`config.mk`:
```
export PLATFORM = sky130hd
export DESIGN_NAME = voice_mixer
export DESIGN_NICKNAME = d
export VERILOG_FILES = /design/src/rtl/voice_mixer.sv
export SDC_FILE = /design/constraint.sdc
export NUM_CORES = 1
export LEC_CHECK = 0
export ABC_AREA = 1
export CORE_MARGIN = 2
export CORE_UTILIZATION = 50
export CTS_CLUSTER_SIZE = 10
export DETAILED_ROUTE_END_ITERATION = 6
export HOLD_SLACK_MARGIN = 0.15
export PLACE_DENSITY = 0.9
export SYNTH_ARGS = -nofsm -noshare
export SYNTH_HDL_FRONTEND = slang
export SYNTH_SLANG_ARGS = --single-unit
```
`constraint.sdc`:
```
create_clock -name CLK -period 19.75 [get_ports CLK]
set_clock_uncertainty 0.15 [all_clocks]
set_input_delay 2.9625 -clock CLK [delete_from_list [all_inputs] [get_ports CLK]]
set_output_delay 2.9625 -clock CLK [all_outputs]
set_load 0.005 [all_outputs]
```
`src/rtl/voice_mixer.sv`:
```
// voice_mixer: time-multiplexed 16-voice mixer for the wavetable path.
// A sample tick snapshots all voice samples, volumes and enables, then one
// signed multiply-accumulate runs per clock. The sum is scaled down,
// re-biased to offset-binary and clamped into a 12-bit DAC sample.
module voice_mixer #(
    parameter int VOICES = 16,
    parameter int SHIFT  = 4,
    parameter int DATA_W = 12,
    parameter int COEF_W = 4
) (
    input  logic                       CLK,
    input  logic                       RST,
    input  logic                       sample_tick,
    input  logic [DATA_W*VOICES-1:0]   voice_values,
    input  logic [COEF_W*VOICES-1:0]   voice_volume,
    input  logic [VOICES-1:0]          voice_enable,
    output logic [DATA_W-1:0]          sample_out,
    output logic                       sample_valid,
    output logic                       busy,
    output logic                       overrun
);

    localparam int IDX_W  = (VOICES > 1) ? $clog2(VOICES) : 1;
    localparam int ACC_W  = 16;
    localparam int PROD_W = 9 + COEF_W + 1;
    localparam int SUM_W  = ACC_W + 1;
    localparam int MID    = 2 ** (DATA_W - 1);
    localparam int FULL   = (2 ** DATA_W) - 1;

    typedef enum logic [1:0] {
        S_IDLE,
        S_ACCUM,
        S_OUTPUT
    } state_t;

    state_t                     state;
    logic [IDX_W-1:0]           idx_p1;
    logic signed [ACC_W-1:0]    acc_p1;

    logic [8*VOICES-1:0]        vals_p0;
    logic [COEF_W*VOICES-1:0]   vols_p0;
    logic [VOICES-1:0]          en_p0;

    logic [7:0]                 cur_val;
    logic [COEF_W-1:0]          cur_vol;
    logic                       cur_en;
    logic signed [PROD_W-1:0]   term_c;
    logic                       start;

    // Only the low byte of each voice sample carries audio; the top nibble
    // is deliberately discarded.
    logic [(DATA_W-8)*VOICES-1:0] hi_unused;
    logic                         hi_unused_x;

    // Signed voice contribution: byte re-centred to -128..127, scaled by volume.
    function automatic logic signed [PROD_W-1:0] voice_term(
        input logic [7:0]        v,
        input logic [COEF_W-1:0] vol,
        input logic              en
    );
        logic signed [8:0] s;
        s = $signed({1'b0, v}) - 9'sd128;
        return en ? PROD_W'(s) * PROD_W'($signed({1'b0, vol})) : '0;
    endfunction

    // Scale the sum, re-bias to offset-binary and clamp to the DAC range.
    function automatic logic [DATA_W-1:0] rebias_sat(
        input logic signed [ACC_W-1:0] acc
    );
        logic signed [SUM_W-1:0] r;
        r = SUM_W'(acc >>> SHIFT) + SUM_W'(MID);
        if (r < 0)
            return '0;
        if (r > SUM_W'(FULL))
            return '1;
        return r[DATA_W-1:0];
    endfunction

    // Gather the ignored upper sample bits so they are visibly intentional.
    for (genvar v = 0; v < VOICES; v++) begin : g_hi
        assign hi_unused[(DATA_W-8)*v +: (DATA_W-8)] = voice_values[DATA_W*v+8 +: (DATA_W-8)];
    end
    assign hi_unused_x = ^hi_unused;

    // A frame starts only from idle and not in the cycle the last result is shown.
    assign start = (state == S_IDLE) && sample_tick && !sample_valid;

    // Select the voice addressed by the running index from the snapshot.
    always_comb begin
        cur_val = vals_p0[int'(idx_p1)*8 +: 8];
        cur_vol = vols_p0[int'(idx_p1)*COEF_W +: COEF_W];
        cur_en  = en_p0[idx_p1];
        term_c  = voice_term(cur_val, cur_vol, cur_en);
    end

    // Stage p0: capture frame inputs at the tick so later changes cannot leak in.
    always_ff @(posedge CLK) begin
        if (start) begin
            for (int v = 0; v < VOICES; v++)
                vals_p0[8*v +: 8] <= voice_values[DATA_W*v +: 8];
            vols_p0 <= voice_volume;
            en_p0   <= voice_enable;
        end
    end

    // Stage p1: frame sequencing, accumulation and registered outputs.
    always_ff @(posedge CLK) begin
        if (RST) begin
            state        <= S_IDLE;
            idx_p1       <= '0;
            acc_p1       <= '0;
            sample_out   <= DATA_W'(MID);
            sample_valid <= 1'b0;
            busy         <= 1'b0;
            overrun      <= 1'b0;
        end else begin
            sample_valid <= 1'b0;
            overrun      <= 1'b0;
            case (state)
                S_IDLE: begin
                    if (start) begin
                        acc_p1 <= '0;
                        idx_p1 <= '0;
                        busy   <= 1'b1;
                        state  <= S_ACCUM;
                    end else if (sample_tick) begin
                        overrun <= 1'b1;
                    end
                end
                S_ACCUM: begin
                    overrun <= sample_tick;
                    acc_p1  <= acc_p1 + ACC_W'(term_c);
                    if (idx_p1 == IDX_W'(VOICES - 1))
                        state <= S_OUTPUT;
                    else
                        idx_p1 <= idx_p1 + 1'b1;
                end
                S_OUTPUT: begin
                    overrun      <= sample_tick;
                    sample_out   <= rebias_sat(acc_p1);
                    sample_valid <= 1'b1;
                    busy         <= 1'b0;
                    idx_p1       <= '0;
                    state        <= S_IDLE;
                end
                default: begin
                    state <= S_IDLE;
                    busy  <= 1'b0;
                end
            endcase
        end
    end

endmodule

```
==> results by group, run 1 <==
Status
  – Status: finished, violations left
  – Violated checks: DRC

Route
  – Drt wl/cell: 18.8 um
  – Drt drc: 2
  – WL met1: ~11000 um
  – DRT antenna net count: 0
  – Routed via count: roughly 9000
  – DR vias/cell: between 5 and 6
  – Pre-antenna DRT Iters: 7
  – Met2 routed WL: approximately 16000 um
  – Top sig layer: met4
  – Final WL: between 30000 and 40000 um
  – Length of routed met3 wiring: ~2600 um
  – Initial DRC count: 894

Power and ir drop
  – Final Power: 2270 uW
  – Gate power share: 0.494
  – Net Sw Power: approximately 940 uW
  – Max IR drop VDD: between 0.0001 and 0.00015 V
  – Pwr per Cell Area: ~150 nW/um^2
  – Int Pwr: between 1000 and 1500 uW
  – Sw Ratio: 0.416
  – Clock power frac: 0.208
  – Leak: roughly 0.0059 uW
  – Part of the power in registers: 0.298

Layout
  – Layout cells sized above 1: 0.0534
  – Area growth, synth to finish: 27.8%
  – Final cell count without fillers: between 1500 and 2000
  – Ant diodes: 0
  – Final Util: 0.655
  – Nets: ~1600

Placed design
  – Placed Instances: roughly 1600
  – Hpwl dp: about 20000 um
  – RePlAce Congestion: between 0.8 and 0.9
  – Port Buf Inserts: between 200 and 250
  – Pre-CTS WS: 12.54 ns

Clocking
  – Worst-Skew Late Latency: 0.55 ns
  – TritonCTS clock tree: yes
  – H-tree levels: 1
  – Post-CTS Resized: 0
  – Clock Path Buffers: 3
  – Hold Buf Count CTS: 0
  – Post-CTS Setup Inserts: 0
  – Root Driver: clkbuf_16
  – Cts bufs inserted: 29
  – Clk sinks: between 200 and 250
  – Clk slew on worst S/H paths: 0.06 ns

Timing
  – Final period util: 0.374
  – Slew headroom: 0.125
  – Max Fclk: 0.135 GHz
  – Slew Viols, Final: 0
  – Final Hold Vio Count: 0
  – Slack of the critical path: between 10 and 15 ns
  – Setup Viol. Count Final: 0
  – RSZ-0062 raised after global routing: false
  – Post-route setup TNS: 0 ns
  – Fin crit period: 7.39 ns
  – Worst-margin pin slew: 1.31 ns

Logic synthesis
  – Ranking of synthesized cells by area: edfxtp_1 (53%), dfxtp_1 (6.3%), o21ai_0 (5.1%)
  – Synth Register Bits: around 250
  – Most frequent cells after synthesis: edfxtp_1 (208), nor2_1 (145), nand2_1 (130), o21ai_0 (119), inv_1 (99)
  – Synth async-reset ratio: 0
  – Syn_area_per_cell: about 11 sq um
  – Ys Warns: 0
  – Synth unique cells: a little over 40
  – Cell taking the most area after synthesis: edfxtp_1
  – Count leader, synth: edfxtp_1
  – Netlist Area Pre-Place: around 12000 sq um
  – Main flop type after synthesis: edfxtp_1
  – Number of flops mapped to enable cells by yosys: about 210
  – Synth top area share: 0.535
  – Sequential cell area fraction in the yosys report: 0.598
  – Cells after Synth: roughly 1100
  – Syn Nets: around 1400

Hold path
  – Worst hold-check path type: register to register

Floorplan
  – Die X: around 160 um
  – Core Area: ~23000 sq um
  – Row cnt: 55
  – Initial Util: 0.513
  – Die Ht: 157 um
  – Num ports: slightly below 300
  – Die area: ~25000 sq um

Critical path
  – CP max stage delay: between 0.7 and 0.8 ns
  – Maximum fanout along the worst path: roughly 110
  – Worst Path Buf+Inv: 7
  – Crit path arrival time: 7.71 ns
  – Top Family by Delay on Critical Path: adder cells
  – WS Path Type: register to register
  – Setup crit end kind: register
  – Critical path's slowest cell: buf_4
  – Required time worst endpoint: about 20 ns
  – Startpoint Class: register

Global routing
  – Vias in the first global route: ~9400
  – Gr ovfl total: 0
  – Initial antenna violation count: 0
  – Largest net degree at the start of global routing: about 210
  – Gr usage total: 0.249
  – First-pass GRT wire length: between 40000 and 50000 um

Job
  – Max_cap viols: 0
final timing paths:
path | startpoint | endpoint | slack, ns | cells past startpoint
hold / removal | busy | busy | 0.32 | 2
setup reg to reg | idx_p1[0] | acc_p1[15] | 12.36 | 31
hold reg to reg | busy | busy | 0.32 | 2
setup / recovery | idx_p1[0] | acc_p1[15] | 12.36 | 31
state kept, by name, summed over array words and instances (netlist names), 2 cells and up:
name / cells
en_p0: 16
state: 2
sample_out: 12
vols_p0: 64
acc_p1: 16
vals_p0: 128
idx_p1: 4
tightest hold or removal path, delay by kind of cell, from the launching register on:
kind             cells  cell delay [ns]
AO/OA/AOI/OAI        1             0.05
AND/OR/NAND/NOR      1             0.06
flip-flops           1             0.31
layer usage:
layer,track usage,up-vias
li1,-,4237
met1,0.306,4367
met2,0.437,499
met3,0.0471,79
met4,0.0909,0
met5,0,-
final cells by class:
cell class              instances  area (sq um)
fillers                      1677          7850
flip-flops and latches        245          6990
multi-input cells             683          4020
repair buffers                232          2320
clock buffers                  43           788
inverters                     105           399
well taps                     313           392
clock inverters                 4          26.3
through the flow:
step | hold slack (ns) | instance area [sq um]
2_1_floorplan | 0.285 | 11700
3_3_place_gp | 0.297 | 14100
3_5_place_dp | 0.310 | 14100
4_1_cts | 0.320 | 14900
5_1_grt | 0.348 | 14900
6_report | 0.316 | 14900
power by group through the flow:
stage	sequential (uW)	combinational [uW]	clock, uW
final	676	1120	471
after global routing	681	1280	494
after CTS	675	1110	474
after detailed placement	684	1110	0
after global placement	680	1060	0
after floorplan	682	854	0
cells by family after synthesis:
group	after synthesis	synth area share
adder cells (fa/ha/maj)	64	0.0808
buffers and inverters	153	0.0580
flip-flops	245	0.598
AO/OA/AOI/OAI	257	0.129
AND/OR/NAND/NOR	357	0.131
XOR/XNOR	5	0.00375
layout by cell type, fill, tap and decap left out, drive strengths merged:
cell           Yosys  layout
o21ai            127     127
fa                19      19
edfxtp           208     208
xnor2              1       1
clkinv             1       4
nand3             54      54
or2                5       5
nand4              3       3
o21bai             1       1
a211oi             3       3
dfxtp             37      37
nor4               1       1
nor2             146     146
o2111ai            1       1
a21boi             1       1
ha                45      45
buf               33       7
o221ai            38      38
nor3b              1       1
a21o               5       5
clkbuf            15      43
nor3               8       8
a31oi              3       3
a21oi             57      57
o22ai             11      11
nand2            139     139
clkdlybuf4s50      0     225
xor2               4       4
inv              104     105
o211ai            10      10
No activity file was read; power rests on OpenSTA's default activity.
==> inputs of run 2 (changes only) <==
==> constraint.sdc (replaced) <==
create_clock -name CLK -period 7 [get_ports CLK]
set_clock_uncertainty 0.15 [all_clocks]
set_input_delay 1.05 -clock CLK [delete_from_list [all_inputs] [get_ports CLK]]
set_output_delay 1.05 -clock CLK [all_outputs]
set_load 0.005 [all_outputs]
==> results by group, run 2 (same netlist as run 1, synthesis figures left out) <==
Route
  – Final WL: 31200 um (+2.3%)
  – DR vias/cell: 5.65 (about the same)
  – DRT antenna net count: 0 (unchanged)
  – Initial DRC count: 864 (-3.4%)
  – Routed via count: 9195 (+0.14%)
  – Pre-antenna DRT Iters: 5 (-2)
  – Drt drc: 0 (-2)
  – Drt wl/cell: 19.2 um (+2.1%)

Global routing
  – Vias in the first global route: 9304 (-1.0%)
  – Gr usage total: 0.253 (+0.00387)
  – Largest net degree at the start of global routing: 211 (-0.47%)
  – Gr ovfl total: 0 (unchanged)
  – Initial antenna violation count: 0 (unchanged)
  – First-pass GRT wire length: 48000 um (+0.28%)

Layout
  – Most common library cell in the layout ignoring fill and taps: clkdlybuf4s50_1
  – Final Util: 0.658 (+0.00236)
  – Max reg flops: 128 (unchanged)
  – Nets: 1641 (+0.37%)
  – Multi-input logic area: 4030 sq um (+0.22%)
  – Fillcell total: 1570 (-6.4%)
  – Regs by FF count: vals_p0 x128, vols_p0 x64
  – Reg area: 6990 sq um (unchanged)
  – Commonest cells after routing, fill and taps aside: clkdlybuf4s50_1 (225), edfxtp_1 (208), nor2_1 (145)
  – Top reg by flops: vals_p0
  – Area growth, synth to finish: 28.3%
  – Ant diodes: 0 (unchanged)
  – Layout cells sized above 1: 0.0601 (+0.00672)

Hold path
  – Worst hold-check path type: register to register

Clocking
  – Clk sinks: 245 (unchanged)
  – Worst-Skew Late Latency: 0.54 ns (about the same)
  – Clock Path Buffers: 3 (unchanged)
  – Cts bufs inserted: 28 (-3.4%)
  – Root Driver: clkbuf_16
  – H-tree levels: 1 (unchanged)
  – Post-CTS Resized: 0 (unchanged)
  – Clk slew on worst S/H paths: 0.06 ns (about the same)
  – Hold Buf Count CTS: 0 (unchanged)
  – TritonCTS clock tree: yes
  – Post-CTS Setup Inserts: 0 (unchanged)

Floorplan
  – Die Ht: 157 um (unchanged)
  – Initial Util: 0.513 (unchanged)
  – Die X: 157 um (unchanged)
  – Core Area: 22800 sq um (unchanged)
  – Row cnt: 55 (unchanged)
  – Die area: 24600 sq um (unchanged)
  – Num ports: 290 (unchanged)

Critical path
  – Critical path's slowest cell: dfxtp_4
  – Crit path arrival time: 6.80 ns (-0.91 ns)
  – WS Path Type: register to register
  – Maximum fanout along the worst path: 38 (-65%)
  – CP max stage delay: 0.63 ns (-0.14 ns)
  – Startpoint Class: register
  – Setup crit end kind: register
  – Required time worst endpoint: 7.32 ns (-12.75 ns)

Power and ir drop
  – Pwr per Cell Area: 428 nW/um^2 (+180%)
  – Gate power share: 0.500 (+0.006)
  – Int Pwr: 3730 uW (+180%)
  – Sw Ratio: 0.418 (+0.00198)
  – Net Sw Power: 2680 uW (+180%)
  – Leak: 0.00590 uW (+0.33%)
  – Part of the power in registers: 0.300 (+0.002)
  – Max IR drop VDD: 0.000282 V (+160%)
  – Clock power frac: 0.200 (-0.008)

Timing
  – Final period util: 0.926 (+0.552)
  – Final Hold Vio Count: 0 (unchanged)
  – Slew Viols, Final: 0 (unchanged)
  – Setup Viol. Count Final: 0 (unchanged)
  – RSZ-0062 raised after global routing: false
  – Fin crit period: 6.48 ns (-0.904 ns)
  – Max Fclk: 0.154 GHz (+14%)
  – Worst-margin pin slew: 1.26 ns (-0.0539 ns)
  – Post-route setup TNS: 0 ns (unchanged)
  – Slew headroom: 0.161 (+0.0359)

Status
  – Status: completed

Job
  – Max_cap viols: 0 (unchanged)

Placed design
  – Port Buf Inserts: 225 (unchanged)
  – Hpwl dp: 21300 um (+4.4%)
  – RePlAce Congestion: 0.861 (+2.3%)
run 2: changes by cell type in the layout (fill, tap and decap cells not counted), moves of 2 or more:
cell,delta
o21ai_0,-4
buf_4,+5
nand2_2,+2
nand2_1,-2
inv_1,-2
buf_12,+2
o21ai_1,+3
run 2: per-stage QoR:
stage / std cells / hold WS [ns] / setup slack, ns / total power (uW) / cell area (sq um)
after global routing: 1628 / 0.338 / 0.0143 / 6960 / 15000
after detailed placement: 1585 / 0.309 / 0.590 / 5090 / 14200
after global placement: 1585 / 0.294 / 0.867 / 4950 / 14200
after floorplan: 1081 / 0.285 / -0.496 / 4340 / 11700
final: 1628 / 0.316 / 0.516 / 6410 / 15000
after CTS: 1628 / 0.318 / 0.583 / 6400 / 15000
run 2: final timing paths:
| path | from | endpoint | slack (ns) | cells after the start |
|---|---|---|---|---|
| max reg2reg | idx_p1[0] | acc_p1[15] | 0.52 | 30 |
| min | acc_p1[0] | acc_p1[0] | 0.32 | 2 |
| min reg2reg | acc_p1[0] | acc_p1[0] | 0.32 | 2 |
| max | idx_p1[0] | acc_p1[15] | 0.52 | 30 |
run 2: cell type report:
class | count | area share
tap | 313 | 0.0261
multi-input combinational | 683 | 0.269
inverter | 105 | 0.0268
clock buffer | 41 | 0.0507
sequential | 245 | 0.467
timing repair buffer | 239 | 0.160
clock inverter | 2 | 0.00134
run 2: layer usage:
metal / global-route usage / vias to the layer above / wire length, um / share of wire
li1: - / 4261 / - / -
met1: 0.301 / 4338 / 11400 / 0.37
met2: 0.457 / 511 / 16200 / 0.52
met3: 0.0443 / 85 / 2490 / 0.080
met4: 0.0952 / 0 / 1120 / 0.036
met5: 0 / - / 0 / 0
run 2: worst max-delay path: cells and delay by family (launching register included):
kind	cells	cell delay [ns]
adders and majority gates	5	2.05
AOI/OAI and AO/OA	12	2.04
buffers and inverters	6	0.77
and+or+nand+nor	7	0.73
DFF	1	0.63
run 2: power by group through the flow:
stage	clock, uW	combinational, uW	sequential [uW]
after floorplan	0	2420	1920
after global placement	0	3020	1930
after detailed placement	0	3150	1950
after CTS	1290	3190	1920
after global routing	1340	3680	1940
final	1280	3210	1920
